==> src/rtl/mem_bus_arbiter.sv <==
// mem_bus_arbiter
// Round-robin arbiter sharing one external memory port between num_proc tiles.
// A granted tile keeps the bus while its request stays high; every change of
// owner passes through one all-idle turnaround cycle so that no two tiles ever
// drive the shared bus in the same cycle.
//
// Ports:
//   in_clk          clock, rising edge
//   in_reset        asynchronous, active-low reset
//   in_request      bit i = tile i requests / holds the bus
//   out_grant       one-hot or zero grant vector (registered)
//   out_grant_valid OR of out_grant (registered)
//   out_grant_id    index of current owner; keeps the last owner while idle
//   out_timeout     one-cycle pulse when the watchdog revokes a grant
//
// Build option: define MEM_ARB_WATCHDOG_EN to limit each grant to max_hold
// cycles. Without it out_timeout is tied low and grants last indefinitely.

module mem_bus_arbiter #(
    parameter int unsigned num_proc = 4,
    parameter int unsigned max_hold = 64,
    parameter int unsigned id_width = (num_proc > 1) ? $clog2(num_proc) : 1
) (
    input  logic                in_clk,
    input  logic                in_reset,
    input  logic [num_proc-1:0] in_request,
    output logic [num_proc-1:0] out_grant,
    output logic                out_grant_valid,
    output logic [id_width-1:0] out_grant_id,
    output logic                out_timeout
);

    if (num_proc == 0 || max_hold == 0) begin : g_bad_param
        $error("mem_bus_arbiter: num_proc and max_hold must be at least 1");
    end

    typedef enum logic [1:0] {StIdle, StGrant, StTurn} state_t;

    state_t              r_state;
    logic [num_proc-1:0] r_grant;
    logic                r_grant_valid;
    logic [id_width-1:0] r_grant_id;
    logic [id_width-1:0] r_last;

    logic [id_width-1:0] w_idx;
    logic [id_width-1:0] w_winner;
    logic                w_any;
    logic [num_proc-1:0] w_onehot;
    logic                w_release;
    logic                w_expire;

    // Scan from r_last+1 upward modulo num_proc. The loop walks the distance
    // downward so the nearest requester is the last one written.
    always_comb begin
        w_any    = 1'b0;
        w_winner = '0;
        w_idx    = '0;
        for (int k = num_proc; k >= 1; k--) begin
            w_idx = id_width'((int'(r_last) + k) % int'(num_proc));
            if (in_request[w_idx]) begin
                w_any    = 1'b1;
                w_winner = w_idx;
            end
        end
    end

    always_comb begin
        w_onehot = '0;
        for (int i = 0; i < num_proc; i++) begin
            w_onehot[i] = (w_winner == id_width'(i));
        end
    end

    assign w_release = !in_request[r_grant_id];

`ifdef MEM_ARB_WATCHDOG_EN
    localparam int unsigned HoldW = $clog2(max_hold + 1);

    logic [HoldW-1:0] r_hold;
    logic             r_timeout;

    // Counter holds (grant cycles - 1); hitting max_hold-1 means the grant
    // has already been high for max_hold cycles by this edge.
    assign w_expire = (r_hold == HoldW'(max_hold - 1));
`else
    assign w_expire = 1'b0;
`endif

    always_ff @(posedge in_clk or negedge in_reset) begin
        if (!in_reset) begin
            r_state       <= StIdle;
            r_grant       <= '0;
            r_grant_valid <= 1'b0;
            r_grant_id    <= '0;
            r_last        <= id_width'(num_proc - 1);
`ifdef MEM_ARB_WATCHDOG_EN
            r_hold        <= '0;
            r_timeout     <= 1'b0;
`endif
        end else begin
`ifdef MEM_ARB_WATCHDOG_EN
            r_timeout <= 1'b0;
`endif
            case (r_state)
                StIdle, StTurn: begin
                    if (w_any) begin
                        r_state       <= StGrant;
                        r_grant       <= w_onehot;
                        r_grant_valid <= 1'b1;
                        r_grant_id    <= w_winner;
`ifdef MEM_ARB_WATCHDOG_EN
                        r_hold        <= '0;
`endif
                    end else begin
                        r_state <= StIdle;
                    end
                end
                StGrant: begin
                    if (w_release || w_expire) begin
                        r_state       <= StTurn;
                        r_grant       <= '0;
                        r_grant_valid <= 1'b0;
                        r_last        <= r_grant_id;
`ifdef MEM_ARB_WATCHDOG_EN
                        // A plain release on the same edge is not a timeout.
                        r_timeout     <= !w_release;
`endif
                    end
`ifdef MEM_ARB_WATCHDOG_EN
                    else begin
                        r_hold <= r_hold + 1'b1;
                    end
`endif
                end
                default: begin
                    r_state       <= StIdle;
                    r_grant       <= '0;
                    r_grant_valid <= 1'b0;
                end
            endcase
        end
    end

    assign out_grant       = r_grant;
    assign out_grant_valid = r_grant_valid;
    assign out_grant_id    = r_grant_id;
`ifdef MEM_ARB_WATCHDOG_EN
    assign out_timeout     = r_timeout;
`else
    assign out_timeout     = 1'b0;
`endif

endmodule
==> config.mk <==
export PLATFORM = sky130hd
export DESIGN_NAME = mem_bus_arbiter
export DESIGN_NICKNAME = d
export VERILOG_FILES = /design/src/rtl/mem_bus_arbiter.sv
export SDC_FILE = /design/constraint.sdc
export NUM_CORES = 1
export LEC_CHECK = 0
export BUFFER_PORTS_ARGS = -buffer_cell sky130_fd_sc_hd__buf_2
export CORE_AREA = 2 2 39 41
export CTS_CLUSTER_DIAMETER = 40
export CTS_CLUSTER_SIZE = 10
export DETAILED_ROUTE_END_ITERATION = 8
export DIE_AREA = 0 0 41 43
export PLACE_DENSITY_LB_ADDON = 0.3
export SETUP_SLACK_MARGIN = 0.2
export SLEW_MARGIN = 20
export SYNTH_ARGS = -nofsm -noshare
export SYNTH_HDL_FRONTEND = slang
export SYNTH_SLANG_ARGS = --single-unit
==> constraint.sdc <==
create_clock -name in_clk -period 2.3 [get_ports in_clk]
set_input_delay 0.46 -clock in_clk [delete_from_list [all_inputs] [get_ports in_clk]]
set_output_delay 0.46 -clock in_clk [all_outputs]
set_load 0.01 [all_outputs]
==> results of run 1 <==
==> final cells by class <==
class,instances,area share [%]
flip-flops and latches,11,43.2
well taps,16,3.11
multi-input cells,32,39.1
clock buffers,4,4.09
inverters,2,1.17
repair buffers,12,9.34
==> metal layers <==
| metal | track usage (%) | vias up |
|---|---|---|
| li1 | - | 202 |
| met1 | 18.3 | 193 |
| met2 | 21.9 | 9 |
| met3 | 3.14 | 2 |
| met4 | 12.0 | 0 |
| met5 | 0 | - |
==> cells in the final DEF (no fill, tap or decap), drive strengths merged <==
cell type,n
nor4,1
dfstp,2
nand2b,1
conb,1
a211oi,1
a211o,1
nor2,3
mux2,2
nand3b,1
a21oi,2
or2b,2
a21o,1
a21boi,1
o211ai,1
o2bb2ai,2
nor3b,1
o21ai,4
clkbuf,4
nand3,1
buf,12
o22a,1
dfrtp,9
mux4,1
nand2,1
nor3,1
a22o,2
inv,2
==> cell usage after synthesis (2+ instances only) <==
cell / number / area [um2]
inv_1: 2 / 7.51
o21ai_0: 3 / 15.0
or2b_1: 2 / 15.0
a21oi_1: 2 / 10.0
nor2_1: 3 / 11.3
o2bb2ai_1: 2 / 17.5
a22o_1: 2 / 17.5
mux2_4: 2 / 30.0
dfstp_2: 2 / 52.6
dfrtp_1: 9 / 225
==> cells by family (layout without fill, tap and decap cells) <==
family                 Yosys count  in the layout  synth area share (%)
AOI/OAI and AO/OA               16             16                  21.4
and+or+nand+nor                 12             12                  14.5
DFF                             11             11                  51.0
muxes                            3              3                  9.66
buffers and inverters            3             18                  2.76
other                            1              1                 0.689
==> worst min path at each step <==
stage,endpoint,slack [ns]
2_1_floorplan,out_grant[0],0.16
3_3_place_gp,r_state[1],0.33
3_5_place_dp,r_state[1],0.34
4_1_cts,r_state[1],0.05
5_1_grt,out_grant[2],0.06
6_report,r_state[1],0.05
==> worst max-delay path, cell delays in order, from the launching register on <==
cell     delay [ns]
dfrtp_1        0.41
mux4_2         0.57
nor3b_4        0.28
mux2_4         0.33
==> power groups by stage <==
stage          Sequential [mW]  Clock [mW]  Combinational (mW)
4_1_cts                  0.379       0.135               0.383
5_1_grt                  0.395       0.145               0.413
6_report                 0.380       0.127               0.379
2_1_floorplan            0.400           0               0.241
3_3_place_gp             0.383           0               0.372
3_5_place_dp             0.383           0               0.379
==> flip-flops by register name (all words and copies together), names as in the netlist <==
name / cells
out_grant_valid: 1
r_last: 2
out_grant: 4
r_state: 2
out_grant_id: 2
==> results.sh, run 1 <==
export IMPL_status="finished, final reports clean"
export IMPL_dpl_hpwl_um=822
export IMPL_clock_root_buffer="clkbuf_4"
export IMPL_synth_main_ff_cell="dfrtp_1"
export IMPL_clk_transition_reported_paths_ns=0.07
export IMPL_regArea_um2=278
export IMPL_max_vdd_ir_drop_v=0.000447
export IMPL_slew_violations=0
export IMPL_areaGrowthSynthToFinish_pct=18.2
export IMPL_drive_gt1_share_pct=36.1
export IMPL_syn_avg_cell_area_um2=11.8
export IMPL_syn_nets=52
export IMPL_antenna_found_initial=0
export IMPL_crit_end="r_last[1]"
export IMPL_viasPerCell=5.27
export IMPL_drc=0
export IMPL_r2r_start="out_grant_id[0]"
export IMPL_crit_start="out_grant_id[0]"
export IMPL_crit_fanout=4
export IMPL_fin_util_pct=46.5
export IMPL_internal_power_mw=0.561
export IMPL_pre_cts_ws_ns=0.506
export IMPL_fillCellCount=134
export IMPL_clock_sinks=11
export IMPL_grt_max_degree=12
export IMPL_period_needed_ns=1.66
export IMPL_cts_buffers=3
export IMPL_clock_power_share_pct=14.3
export IMPL_route_antenna_remaining_nets=0
export IMPL_grt_first_pass_wirelength_mm=1.72
export IMPL_final_cell_area_um2=643
export IMPL_maxCapViolations=0
export IMPL_ys_seq_area_share_pct=51.0
export IMPL_top_layer="met4"
export IMPL_clock_latency_ns=0.26
export IMPL_port_buffers=12
export IMPL_grt_usage_pct=15.1
export IMPL_finalWorstSetupSlack_ns=0.640
export IMPL_synth_edff_count=0
export IMPL_rsz0062_at_grt="false"
export IMPL_setup_tns_final_ns=0
export IMPL_multiInputGateArea_um2=251
export IMPL_wl_mm=1.07
export IMPL_pin_count=14
export IMPL_wl_met3_um=39
export IMPL_core_area_mm2=0.00138
export IMPL_grt_ovfl_total=0
export IMPL_final_cells=77
export IMPL_swShare_pct=36.7
export IMPL_arrival_ns=1.85
export IMPL_cp_end_kind="flip-flop"
export IMPL_dpl_cell_area_um2=617
export IMPL_rows=14
export IMPL_period_share_pct=72.2
export IMPL_worstPathRequired_ns=2.49
export IMPL_gp_congestion=0.691
export IMPL_synth_seq_cells=11
export IMPL_clock_fmax_mhz=602
export IMPL_vias=406
export IMPL_hold_violations=0
export IMPL_worstRegToRegCells=3
export IMPL_cts_hold_fix_buffers=0
export IMPL_maxSlewHeadroom_pct=63.9
export IMPL_place_inst=73
export IMPL_tightest_slew_ns=0.536
export IMPL_finClkSkew_ns=0.00300
export IMPL_cts_resized=0
export IMPL_power_switching_mw=0.324
export IMPL_synthArstFlopShare_pct=100
export IMPL_post_cts_buffers=0
export IMPL_wl_met2_um=511
export IMPL_ys_types=27
export IMPL_wl_met1_um=496
export IMPL_cp_start_kind="flip-flop"
export IMPL_synthCells=46
export IMPL_setup_violations=0
export IMPL_diodes=0
export IMPL_layout_nets=68
export IMPL_leakage_nw=0.302
export IMPL_yosys_warnings=0
export IMPL_hold_slack_ns=0.0538
export IMPL_reg2reg_slack_ns=0.64
export IMPL_path_class="reg2reg"
export IMPL_dr_pass1_iters=2
export IMPL_h_tree_depth=1
export IMPL_drtIter0Drc=4
export IMPL_first_global_vias=395
export IMPL_worstHoldPathType="in2async"
export IMPL_seq_power_share_pct=42.9
export IMPL_start_util_pct=39.3
export IMPL_cts_tree="built"
export IMPL_power_total_mw=0.885
export IMPL_timing_rr_end="r_last[1]"
export IMPL_power_density_mw_per_mm2=1380
export IMPL_clockBufferDepth=2
export IMPL_syn_cell_area_um2=544
export IMPL_wire_per_inst_um=13.9
export IMPL_fp_dieH_um=43
export IMPL_comb_power_share_pct=42.8
export IMPL_floorplan_die_area_mm2=0.00176
export IMPL_fp_dieW_um=41
(Power assumes the default switching activity.)
==> inputs of run 2 (changes only) <==
==> constraint.sdc (replaced) <==
create_clock -name in_clk -period 1.56 [get_ports in_clk]
set_input_delay 0.312 -clock in_clk [delete_from_list [all_inputs] [get_ports in_clk]]
set_output_delay 0.312 -clock in_clk [all_outputs]
set_load 0.01 [all_outputs]
==> run 2 against run 1 <==
Effect of this change:
- the run now ends with setup timing left
- via count is 16% higher
- clock power is 51% higher
- count of clock-buffer cells in the layout stayed put
- critical path type unchanged
- largest cell class is now multi-input gates
==> results.sh, run 2 (synthesis results as in run 1) <==
export IMPL_grt_first_pass_wirelength_mm=1.86
export IMPL_path_class="reg2reg"
export IMPL_max_vdd_ir_drop_v=0.000814
export IMPL_largest_reg_flops=4
export IMPL_rsz0062_at_grt="true"
export IMPL_h_tree_depth=1
export IMPL_hold_violations=0
export IMPL_wire_per_inst_um=14.2
export IMPL_drtIter0Drc=15
export IMPL_pre_cts_ws_ns=-0.0580
export IMPL_clock_root_buffer="clkbuf_4"
export IMPL_use_met3_pct=3.66
export IMPL_first_global_vias=443
export IMPL_layout_nets=78
export IMPL_viasPerCell=5.43
export IMPL_place_inst=80
export IMPL_clock_fmax_mhz=618
export IMPL_clock_latency_ns=0.26
export IMPL_leakage_nw=0.358
export IMPL_diodes=0
export IMPL_use_met1_pct=18.7
export IMPL_final_common_cell="buf_2"
export IMPL_dpl_hpwl_um=913
export IMPL_grt_max_degree=12
export IMPL_cts_tree="built"
export IMPL_setup_violations=4
export IMPL_layout_common_cells="12 x buf_2, 9 x dfrtp_1, 9 x buf_4"
export IMPL_busiest_layer="met2"
export IMPL_finalWorstSetupSlack_ns=-0.0587
export IMPL_rows=14
export IMPL_clock_sinks=11
export IMPL_areaGrowthSynthToFinish_pct=37.7
export IMPL_clockBufferDepth=2
export IMPL_route_antenna_remaining_nets=0
export IMPL_fp_dieH_um=43
export IMPL_pin_count=14
export IMPL_cts_buffers=3
export IMPL_maxCapViolations=0
export IMPL_power_density_mw_per_mm2=1960
export IMPL_gp_congestion=0.775
export IMPL_status="finished, violations left"
export IMPL_period_needed_ns=1.62
export IMPL_grt_usage_pct=15.7
export IMPL_core_area_mm2=0.00138
export IMPL_met2_usage_pct=24.7
export IMPL_failed_checks="setup timing"
export IMPL_hold_slack_ns=0.446
export IMPL_cp_start_kind="flip-flop"
export IMPL_arrival_ns=1.81
export IMPL_floorplan_die_area_mm2=0.00176
export IMPL_final_cells=87
export IMPL_wl_mm=1.23
export IMPL_slew_violations=0
export IMPL_finClkSkew_ns=0.00154
export IMPL_clk_transition_reported_paths_ns=0.07
export IMPL_dr_pass1_iters=4
export IMPL_worstPathRequired_ns=1.75
export IMPL_vias=472
export IMPL_port_buffers=12
export IMPL_antenna_found_initial=0
export IMPL_drive_gt1_share_pct=49.3
export IMPL_period_share_pct=104
export IMPL_worstHoldPathType="in2async"
export IMPL_start_util_pct=39.3
export IMPL_fp_dieW_um=41
export IMPL_crit_fanout=3
export IMPL_cp_end_kind="flip-flop"
export IMPL_grt_ovfl_total=0
export IMPL_drc=0
## run 2: per-stage QoR
step	TNS (ns)	power, mW	util [%]	cell area, um2
after global routing	-0.461	1.57	54.2	749
after floorplan	-0.109	0.945	-	544
after detailed placement	-0.113	1.17	48.4	669
final	-0.189	1.47	54.2	749
after global placement	-0.0559	1.16	48.4	669
after CTS	-0.110	1.39	51.5	713
## run 2: routing by layer
layer	vias up	share of wire [%]
met2	9	52
met5	-	0
met4	0	0
met1	239	45
met3	0	3.0
li1	224	-
## run 2: worst paths after layout
kind	end	start	cells past startpoint	slack, ns
max in group asynchronous	r_last[0]	in_reset	2	0.85
min reg2reg	out_grant[2]	out_grant[2]	1	0.49
max	r_last[1]	out_grant_id[0]	3	-0.06
max reg2reg	r_last[1]	out_grant_id[0]	3	-0.06
min	out_grant_id[0]	in_reset	2	0.45
min in group in_clk	out_grant[2]	out_grant[2]	1	0.49
## run 2: repair_timing
action | in CTS | in global routing
gates cloned | 0 | 0
pin swaps | 2 | 2
setup endpoints to repair | 8 | 10
resized for setup | 0 | 7
buffers inserted | 1 | 1
hold buffers | 1 | 0
endpoints found under the hold margin | 9 | 0
## run 2: report_power, final
| part | leakage (nW) | internal [mW] | switching (mW) |
|---|---|---|---|
| Combinational | 0.209 | 0.380 | 0.320 |
| Clock | 0.0150 | 0.0988 | 0.0927 |
| Sequential | 0.134 | 0.443 | 0.135 |
## run 2: cell type report
cell class | instances | area [um2]
sequential | 11 | 278
tap | 16 | 20.0
timing repair buffer | 22 | 138
fill | 123 | 634
inverter | 2 | 7.51
multi-input combinational | 32 | 280
clock buffer | 4 | 26.3
## run 2: worst max-delay path: stages (launching register included)
cell     delay (ns)
dfrtp_1        0.39
mux4_2         0.57
nor3b_4        0.27
mux2_4         0.32
